<file path="config.mk">
export PLATFORM = sky130hd
export DESIGN_NAME = csa_accumulator_flat
export DESIGN_NICKNAME = d
export VERILOG_FILES = /design/src/rtl/csa_pkg.sv /design/src/rtl/csa_accumulator_if.sv /design/src/rtl/csa_compress_3to2.sv /design/src/rtl/csa_accumulator.sv /design/src/flat_wrapper.sv
export SDC_FILE = /design/constraint.sdc
export NUM_CORES = 1
export LEC_CHECK = 0
export CORE_AREA = 2 2 104 106
export DETAILED_ROUTE_END_ITERATION = 8
export DIE_AREA = 0 0 106 108
export HOLD_SLACK_MARGIN = 0.02
export PLACE_DENSITY = 0.75
export RECOVER_POWER = 25
export SLEW_MARGIN = 40
export SYNTH_ARGS = -nofsm -noshare
export SYNTH_HDL_FRONTEND = slang
export SYNTH_SLANG_ARGS = --single-unit
</file>
<file path="constraint.sdc">
create_clock -name clk -period 2.3 [get_ports clk]
set_input_delay 0.46 -clock clk [delete_from_list [all_inputs] [get_ports clk]]
set_output_delay 0.46 -clock clk [all_outputs]
set_load 0.005 [all_outputs]
</file>
<file path="src/rtl/csa_pkg.sv">
// ---------------------------------------------------------------------------
// csa_pkg
// Shared definitions for the carry-save accumulator.
//   state_t          : controller state encoding (IDLE/ACCUM/RESOLVE/DONE)
//   NUM_OPS_MIN/MAX  : legal range of operands per beat
//   EXT_MAX_WIDTH    : widest operand/accumulator the extension helper covers
//   extend_operand() : sign- or zero-extends an operand of a given width
//                      up to EXT_MAX_WIDTH bits
// ---------------------------------------------------------------------------
package csa_pkg;

   typedef enum logic [1:0] {
      IDLE    = 2'd0,
      ACCUM   = 2'd1,
      RESOLVE = 2'd2,
      DONE    = 2'd3
   } state_t;

   localparam int NUM_OPS_MIN   = 1;
   localparam int NUM_OPS_MAX   = 4;
   localparam int EXT_MAX_WIDTH = 64;

   // Bits of value above 'width' are ignored; they are refilled with zeros,
   // or with copies of bit width-1 when is_signed is set.
   function automatic logic [EXT_MAX_WIDTH-1:0] extend_operand(
      input logic [EXT_MAX_WIDTH-1:0] value,
      input int                       width,
      input logic                     is_signed
   );
      logic [EXT_MAX_WIDTH-1:0] mask;
      logic [EXT_MAX_WIDTH-1:0] result;
      mask = (width >= EXT_MAX_WIDTH) ? '1
                                      : ((EXT_MAX_WIDTH'(1) << width) - EXT_MAX_WIDTH'(1));
      result = value & mask;
      if (is_signed && (width > 0) && value[width-1]) begin
         result = result | ~mask;
      end
      return result;
   endfunction

endpackage

</file>
<file path="src/rtl/csa_accumulator_if.sv">
// ---------------------------------------------------------------------------
// csa_accumulator_if
// Beat input and result output handshakes of the carry-save accumulator.
//   in_valid/in_ready/in_data/in_last : operand beats (producer -> block)
//   out_valid/out_ready/out_sum       : resolved total (block -> consumer)
//   out_beats                         : beats in the reduction, present only
//                                       when CSA_ACC_BEATCOUNT_EN is defined
// Modports: master = producer/consumer side, slave = accumulator side.
// ---------------------------------------------------------------------------
interface csa_accumulator_if #(
   parameter int WIDTH     = 16,
   parameter int NUM_OPS   = 2,
   parameter int ACC_WIDTH = 24
);

   logic                       in_valid;
   logic                       in_ready;
   logic [NUM_OPS*WIDTH-1:0]   in_data;
   logic                       in_last;
   logic                       out_valid;
   logic                       out_ready;
   logic [ACC_WIDTH-1:0]       out_sum;
`ifdef CSA_ACC_BEATCOUNT_EN
   logic [15:0]                out_beats;
`endif

   modport master (
      output in_valid,
      output in_data,
      output in_last,
      output out_ready,
      input  in_ready,
      input  out_valid,
      input  out_sum
`ifdef CSA_ACC_BEATCOUNT_EN
      ,
      input  out_beats
`endif
   );

   modport slave (
      input  in_valid,
      input  in_data,
      input  in_last,
      input  out_ready,
      output in_ready,
      output out_valid,
      output out_sum
`ifdef CSA_ACC_BEATCOUNT_EN
      ,
      output out_beats
`endif
   );

endinterface

</file>
<file path="src/rtl/csa_compress_3to2.sv">
// ---------------------------------------------------------------------------
// csa_compress_3to2
// Bitwise full-adder array reducing three W-bit vectors to a sum vector and
// a carry vector. The carry vector comes out already weighted (shifted left
// by one) with the top carry discarded, so s + cy == a + b + c mod 2^W.
//   a, b, c : addends
//   s       : bitwise sum
//   cy      : shifted carries, bit 0 always 0
// ---------------------------------------------------------------------------
module csa_compress_3to2 #(
   parameter int W = 24
) (
   input  logic [W-1:0] a,
   input  logic [W-1:0] b,
   input  logic [W-1:0] c,
   output logic [W-1:0] s,
   output logic [W-1:0] cy
);

   assign s = a ^ b ^ c;

   // Majority of bit i becomes carry bit i+1; the majority of the MSB
   // would fall off the top, so it is never formed.
   assign cy[0]   = 1'b0;
   assign cy[W-1:1] = (a[W-2:0] & b[W-2:0]) |
                      (a[W-2:0] & c[W-2:0]) |
                      (b[W-2:0] & c[W-2:0]);

endmodule

</file>
<file path="src/rtl/csa_accumulator.sv">
// ---------------------------------------------------------------------------
// csa_accumulator
// Streaming multi-operand accumulator. Each accepted beat of NUM_OPS
// operands is folded into a redundant sum/carry state through a chain of
// 3:2 compressors; the last beat triggers one carry-propagate add whose
// result is offered on the output handshake.
//   clk   : clock, all state on rising edge
//   rst_n : asynchronous active-low reset
//   bus   : csa_accumulator_if slave (beat input, result output)
// Parameters: WIDTH (operand bits), NUM_OPS (1..4), ACC_WIDTH (state and
// result bits, >= WIDTH+1), SIGNED (1 = sign-extend operands).
// Optional: CSA_ACC_BEATCOUNT_EN adds bus.out_beats, a saturating count of
// beats accepted in the reduction.
// ---------------------------------------------------------------------------
module csa_accumulator #(
   parameter int WIDTH     = 16,
   parameter int NUM_OPS   = 2,
   parameter int ACC_WIDTH = 24,
   parameter int SIGNED    = 0
) (
   input  logic               clk,
   input  logic               rst_n,
   csa_accumulator_if.slave   bus
);

   import csa_pkg::*;

   if ((NUM_OPS < NUM_OPS_MIN) || (NUM_OPS > NUM_OPS_MAX)) begin : g_bad_num_ops
      $error("csa_accumulator: NUM_OPS out of legal range");
   end

   state_t               state;
   state_t               next_state;
   logic                 in_ready_r;
   logic                 out_valid_r;
   logic [ACC_WIDTH-1:0] sum_r;
   logic [ACC_WIDTH-1:0] carry_r;
   logic [ACC_WIDTH-1:0] out_sum_r;
   logic                 accept;
   logic                 handshake;

   logic [ACC_WIDTH-1:0] op_ext    [0:NUM_OPS-1];
   logic [ACC_WIDTH-1:0] stage_sum [0:NUM_OPS];
   logic [ACC_WIDTH-1:0] stage_cy  [0:NUM_OPS];

   assign accept    = bus.in_valid && in_ready_r;
   assign handshake = out_valid_r && bus.out_ready;

   // A fresh reduction starts from zero regardless of the stored state.
   assign stage_sum[0] = (state == IDLE) ? '0 : sum_r;
   assign stage_cy[0]  = (state == IDLE) ? '0 : carry_r;

   // One compressor per operand; each stage folds one extended operand into
   // the running (sum, carry) pair within the same cycle.
   for (genvar k = 0; k < NUM_OPS; k++) begin : g_stage
      assign op_ext[k] = ACC_WIDTH'(extend_operand(
                            EXT_MAX_WIDTH'(bus.in_data[k*WIDTH +: WIDTH]),
                            WIDTH, SIGNED != 0));

      csa_compress_3to2 #(.W(ACC_WIDTH)) u_compress (
         .a  (stage_sum[k]),
         .b  (stage_cy[k]),
         .c  (op_ext[k]),
         .s  (stage_sum[k+1]),
         .cy (stage_cy[k+1])
      );
   end

   // Controller state register.
   always_ff @(posedge clk or negedge rst_n) begin
      if (!rst_n) begin
         state <= IDLE;
      end else begin
         state <= next_state;
      end
   end

   // Next-state logic: beats are taken in IDLE/ACCUM, the last one moves to
   // RESOLVE, and DONE waits for the consumer.
   always_comb begin
      next_state = state;
      unique case (state)
         IDLE, ACCUM: begin
            if (accept) begin
               next_state = bus.in_last ? RESOLVE : ACCUM;
            end
         end
         RESOLVE: next_state = DONE;
         DONE: begin
            if (handshake) begin
               next_state = IDLE;
            end
         end
         default: next_state = IDLE;
      endcase
   end

   // Datapath and handshake registers. in_ready is registered from the next
   // state so it is low throughout reset, high one cycle after release, and
   // never combinationally tied to in_valid. The carry-propagate add is
   // captured in RESOLVE and published with out_valid on the first DONE edge.
   always_ff @(posedge clk or negedge rst_n) begin
      if (!rst_n) begin
         in_ready_r  <= 1'b0;
         out_valid_r <= 1'b0;
         sum_r       <= '0;
         carry_r     <= '0;
         out_sum_r   <= '0;
      end else begin
         in_ready_r <= (next_state == IDLE) || (next_state == ACCUM);

         if (accept) begin
            sum_r   <= stage_sum[NUM_OPS];
            carry_r <= stage_cy[NUM_OPS];
         end else if (handshake) begin
            sum_r   <= '0;
            carry_r <= '0;
         end

         if (state == RESOLVE) begin
            out_sum_r <= sum_r + carry_r;
         end

         if (handshake) begin
            out_valid_r <= 1'b0;
         end else if (state == DONE) begin
            out_valid_r <= 1'b1;
         end
      end
   end

   assign bus.in_ready  = in_ready_r;
   assign bus.out_valid = out_valid_r;
   assign bus.out_sum   = out_sum_r;

`ifdef CSA_ACC_BEATCOUNT_EN
   logic [15:0] beat_cnt;

   // Counts accepted beats, sticking at all-ones; cleared once the result
   // has been taken so the next reduction counts from zero.
   always_ff @(posedge clk or negedge rst_n) begin
      if (!rst_n) begin
         beat_cnt <= '0;
      end else if (accept) begin
         if (beat_cnt != 16'hFFFF) begin
            beat_cnt <= beat_cnt + 16'd1;
         end
      end else if (handshake) begin
         beat_cnt <= '0;
      end
   end

   assign bus.out_beats = beat_cnt;
`endif

endmodule

</file>
<file path="src/flat_wrapper.sv">
// flat-port wrapper written by rule: the top's interface ports become plain ports
module csa_accumulator_flat import csa_pkg::*;
#(
   parameter int WIDTH     = 16,
   parameter int NUM_OPS   = 2,
   parameter int ACC_WIDTH = 24,
   parameter int SIGNED    = 0
)
  (clk, rst_n, bus_in_valid, bus_in_data, bus_in_last, bus_out_ready, bus_in_ready, bus_out_valid, bus_out_sum);
  csa_accumulator_if #(.WIDTH(WIDTH), .NUM_OPS(NUM_OPS), .ACC_WIDTH(ACC_WIDTH)) bus_i ();
  input  logic clk;
  input  logic rst_n;
  input wire logic [$bits(bus_i.in_valid)-1:0] bus_in_valid;
  input wire logic [$bits(bus_i.in_data)-1:0] bus_in_data;
  input wire logic [$bits(bus_i.in_last)-1:0] bus_in_last;
  input wire logic [$bits(bus_i.out_ready)-1:0] bus_out_ready;
  output wire logic [$bits(bus_i.in_ready)-1:0] bus_in_ready;
  output wire logic [$bits(bus_i.out_valid)-1:0] bus_out_valid;
  output wire logic [$bits(bus_i.out_sum)-1:0] bus_out_sum;
  assign bus_i.in_valid = bus_in_valid;
  assign bus_i.in_data = bus_in_data;
  assign bus_i.in_last = bus_in_last;
  assign bus_i.out_ready = bus_out_ready;
  assign bus_in_ready = bus_i.in_ready;
  assign bus_out_valid = bus_i.out_valid;
  assign bus_out_sum = bus_i.out_sum;
  csa_accumulator #(.WIDTH(WIDTH), .NUM_OPS(NUM_OPS), .ACC_WIDTH(ACC_WIDTH), .SIGNED(SIGNED)) u_core (.clk(clk), .rst_n(rst_n), .bus(bus_i));
endmodule
</file>
==> results.md <==
- Run status: complete, but fails checks
- Violated checks: setup timing
- GRT Resource Usage Total: 22.13%
- Initial cell density of the core: 49.98%
- First-pass DRT Iterations: 6
- End of the worst hold path: u_core.bus.out_sum[11]
- Number of setup violations in the final report: 1
- Placeable core region: 0.01023 mm²
- Max Clock Skew: 0.007618 ns
- Count of buffering cells on the critical path with inverters included: 1
- Mapped Cells: 499
- Synth cell types: 49
- DR vias: 4134
- Ordered list of cells on the worst path: ha_2, inv_2, fa_2, and2b_2, o2111ai_4, a211oi_4, nor2_2, or3_1, a31oi_1
- Total global routing overflow: 0
- Worst max-slew margin expressed relative to the limit: 34.53%
- CTS H-tree depth: 3
- Number of antenna violations at the first check in global routing: 0
- Period utilisation layout: 101.0%
- Vias per cell: 5.823
- Average footprint of a synthesized cell: 10.25 µm²
- Count of flip-flops with a built-in enable after synthesis: 0
- Final-layout fill cell count: 836
- Biggest cell delay along the critical path: 0.37 ns
- Actual slew at the worst max-slew pin: 0.9820 ns
- Reg-to-reg slack, setup: -0.02 ns
- Launch instance of the worst min-delay path: u_core.bus.out_sum[11]
- Number of cells on the worst hold path: 2
- Highest fanout seen on the critical path: 4
- Growth of design area from synthesis to finish: 24.05%
- Utilization after layout: 62.00%
- CTS max path bufs: 2
- Die X: 106 µm
- Path type of the worst min-delay path: reg -> reg
- Sequential element share of the synthesized area: 36.70%
- Cell taking the most area after synthesis: sky130_fd_sc_hd__dfrtp_1
- Number of clock buffers inserted by TritonCTS: 9
- Synth Warn #: 0
- Worst hold slack: 0.4809 ns
- Leading cell types by total area after synthesis: sky130_fd_sc_hd__dfrtp_1 (37%), sky130_fd_sc_hd__fa_1 (12%), sky130_fd_sc_hd__ha_1 (9.3%)
- Proportion of synthesized flip-flops having asynchronous set or reset: 100.0%
- Number of design-rule violations left by the first detailed-router iteration: 191
- Worst Setup Slack, final: -0.02306 ns
- Main flop type after synthesis: sky130_fd_sc_hd__dfrtp_1
- Pin count of the biggest net entering global routing: 48
- Worst setup slack after placement: -0.05903 ns
- Critical Path End Type: flop
- Clock tree sinks: 75
- Detailed-placement wirelength estimate: 8887 µm
- Ratio of cells with drive above 1 in the final layout: 11.50%
- Final hold vios: 0
- Number of cell rows: 37
- Gp weighted congestion: 0.9107
- Cell Area, Synth: 0.005114 mm²
- Post-detailed-route DRC marker count: 0
- Clock slew at the register clock pins of the worst setup and hold paths: 0.08 ns
- Max capacitance violation total: 0
- Average wire per cell in the routed design: 16.73 µm
- Endpoint of the lowest-slack register-to-register path: u_core.bus.out_sum[17]
- CP Data Arrival Time: 2.60 ns
- Fraction of synthesized cell area taken by the top area cell type: 36.70%
- Nets: 675
- Worst VDD drop: 0.0008419 V
- Master cell of the clock root buffer: sky130_fd_sc_hd__clkbuf_8
- Die area: 0.01145 mm²
- Required time reported for the critical path endpoint: 2.58 ns
- Register bit count reported by yosys: 75
- Worst reg2reg path depth: 9
- Number of buffers added on ports: 62
- Origin of the critical flop-to-flop path: u_core.carry_r[1]
- Clock latency of the later-clocked register in the worst-skew pair: 0.36 ns
- Via count of the first global-routing pass: 4006
- Crit path max-delay family: simple AND/OR/NAND/NOR gates
- Total power per unit cell area: 1116 mW/mm²
- Critical-path top delay cell: sky130_fd_sc_hd__dfrtp_1
- Startpoint class of the critical path: flop
- Final critical-path required period: 2.323 ns
- Total Negative Setup Slacks: -0.02306 ns
- Nets in the synthesized netlist: 605
- Final Slew Violations: 0
- Antenna viol nets, final: 0
- TritonCTS clock tree: done
- Worst Setup Path Type: reg -> reg
- Unrepaired setup endpoints after global routing: true
- Final Power: 7079 µW
- Critical path depth in cells: 9
- Total I/O pin count: 63
- Vertical die dimension: 108 µm
- Wire length of the first global-routing pass: 20010 µm
- Maximum operating frequency: 430.5 MHz
- Standby leakage power: 0.002940 µW
- Detailed-route wire length: 11880 µm
- Antenna diode count: 0
[through the flow]
stage,cell area (µm²),cells
2_1_floorplan,5116,499
3_3_place_gp,6030,689
3_5_place_dp,6030,689
4_1_cts,6324,709
5_1_grt,6344,710
6_report,6344,710
[registers in the layout, indices dropped and copies added, names as in the netlist]
name	flops
u_core.carry_r	23
u_core.bus.out_sum	24
u_core.sum_r	24
u_core.state	2
u_core.bus.in_ready	1
u_core.bus.out_valid	1
[layout by cell type (no fill, tap or decap), types with 3 or more instances in the layout]
cell type and instances:
sky130_fd_sc_hd__dfrtp_1 75, sky130_fd_sc_hd__clkdlybuf4s50_1 60, sky130_fd_sc_hd__a22o_1 47, sky130_fd_sc_hd__nor2b_1 45, sky130_fd_sc_hd__nand2_1 42, sky130_fd_sc_hd__ha_1 37
sky130_fd_sc_hd__fa_1 30, sky130_fd_sc_hd__buf_4 26, sky130_fd_sc_hd__nor2_1 23, sky130_fd_sc_hd__a21oi_1 20, sky130_fd_sc_hd__o21ai_0 18, sky130_fd_sc_hd__nand4_1 15
sky130_fd_sc_hd__clkbuf_8 10, sky130_fd_sc_hd__o21a_1 9, sky130_fd_sc_hd__inv_1 9, sky130_fd_sc_hd__and3_1 7, sky130_fd_sc_hd__nand3_1 7, sky130_fd_sc_hd__nor3_1 7
sky130_fd_sc_hd__mux2i_1 6, sky130_fd_sc_hd__xor2_1 5, sky130_fd_sc_hd__nand2b_1 4, sky130_fd_sc_hd__xnor2_1 4, sky130_fd_sc_hd__a31oi_1 4, sky130_fd_sc_hd__o31ai_1 4
sky130_fd_sc_hd__a211oi_1 4, sky130_fd_sc_hd__and2_1 3, sky130_fd_sc_hd__o211ai_1 3, sky130_fd_sc_hd__bufinv_16 3
[power by group]
part | leakage, µW | switching [µW] | internal, µW
clock network | 0.000123 | 526 | 752
logic | 0.00183 | 1980 | 1790
registers | 0.000984 | 312 | 1720
[cell usage after synthesis, types with 2 or more instances]
master,number
sky130_fd_sc_hd__a211oi_1,5
sky130_fd_sc_hd__a21o_1,2
sky130_fd_sc_hd__a21oi_1,22
sky130_fd_sc_hd__a22o_1,47
sky130_fd_sc_hd__a31oi_1,5
sky130_fd_sc_hd__and2_1,3
sky130_fd_sc_hd__and3_1,7
sky130_fd_sc_hd__buf_1,2
sky130_fd_sc_hd__clkbuf_1,31
sky130_fd_sc_hd__dfrtp_1,75
sky130_fd_sc_hd__fa_1,31
sky130_fd_sc_hd__ha_1,38
sky130_fd_sc_hd__inv_1,10
sky130_fd_sc_hd__mux2i_1,6
sky130_fd_sc_hd__nand2_1,42
sky130_fd_sc_hd__nand2b_1,4
sky130_fd_sc_hd__nand3_1,7
sky130_fd_sc_hd__nand4_1,15
sky130_fd_sc_hd__nor2_1,25
sky130_fd_sc_hd__nor2b_1,45
sky130_fd_sc_hd__nor3_1,7
sky130_fd_sc_hd__o211ai_1,3
sky130_fd_sc_hd__o21a_1,9
sky130_fd_sc_hd__o21ai_0,19
sky130_fd_sc_hd__o21ai_1,2
sky130_fd_sc_hd__o311ai_0,2
sky130_fd_sc_hd__o31ai_1,4
sky130_fd_sc_hd__or4_1,2
sky130_fd_sc_hd__xnor2_1,5
sky130_fd_sc_hd__xor2_1,5
[cells by family after synthesis]
logic type,Yosys count,share of synthesized area [%]
AOI/OAI and AO/OA,135,19.65
xor gates and xnor gates,10,1.713
adders and majority gates,69,21.43
buffers and inverters,44,3.254
DFF,75,36.70
muxes,6,1.175
and+or+nand+nor,160,16.08
[final cells by class]
| class | count | area [µm²] | area share [%] |
|---|---|---|---|
| Inverter | 10 | 37.54 | 0.5917 |
| Tap cell | 136 | 170.2 | 2.682 |
| Clock buffer | 10 | 137.6 | 2.170 |
| Timing Repair Buffer | 93 | 869.6 | 13.71 |
| Sequential cell | 75 | 1877 | 29.59 |
| Multi-Input combinational cell | 380 | 3141 | 49.51 |
| Clock inverter | 6 | 111.4 | 1.755 |
[worst min-delay path: stages (launching register included)]
cell and delay, ns:
sky130_fd_sc_hd__dfrtp_1 0.35, sky130_fd_sc_hd__nand2_1 0.04, sky130_fd_sc_hd__o21ai_0 0.05
[layer usage]
| metal | up-vias | wire length [µm] | part of all wire, % | GRT usage, % |
|---|---|---|---|---|
| met5 | - | 0 | 0 | 0 |
| met1 | 2045 | 5613 | 47 | 32.73 |
| met4 | 0 | 146 | 1.2 | 6.861 |
| met2 | 138 | 5494 | 46 | 33.59 |
| li1 | 1938 | - | - | - |
| met3 | 13 | 620 | 5.2 | 3.737 |
[worst max path at each step]
stage / to / startpoint / slack, ns
after CTS: u_core.bus.out_sum[17] / u_core.carry_r[1] / -0.05
after global placement: u_core.bus.out_sum[15] / u_core.carry_r[1] / 0.02
after detailed placement: u_core.bus.out_sum[15] / u_core.carry_r[1] / -0.06
final: u_core.bus.out_sum[17] / u_core.carry_r[1] / -0.02
after global routing: u_core.bus.out_sum[17] / u_core.carry_r[1] / -0.11
after floorplan: u_core.sum_r[1] / u_core.state[1] / -0.04
[what timing repair did]
action                                 in CTS  in global routing
buffers inserted                            3                  1
hold buffers                                1                  0
gates resized for setup                     6                  8
pin swaps                                  12                  4
endpoints found under the hold margin       8                  0
setup endpoints to repair                   3                  9
(Power assumes the default switching activity.)
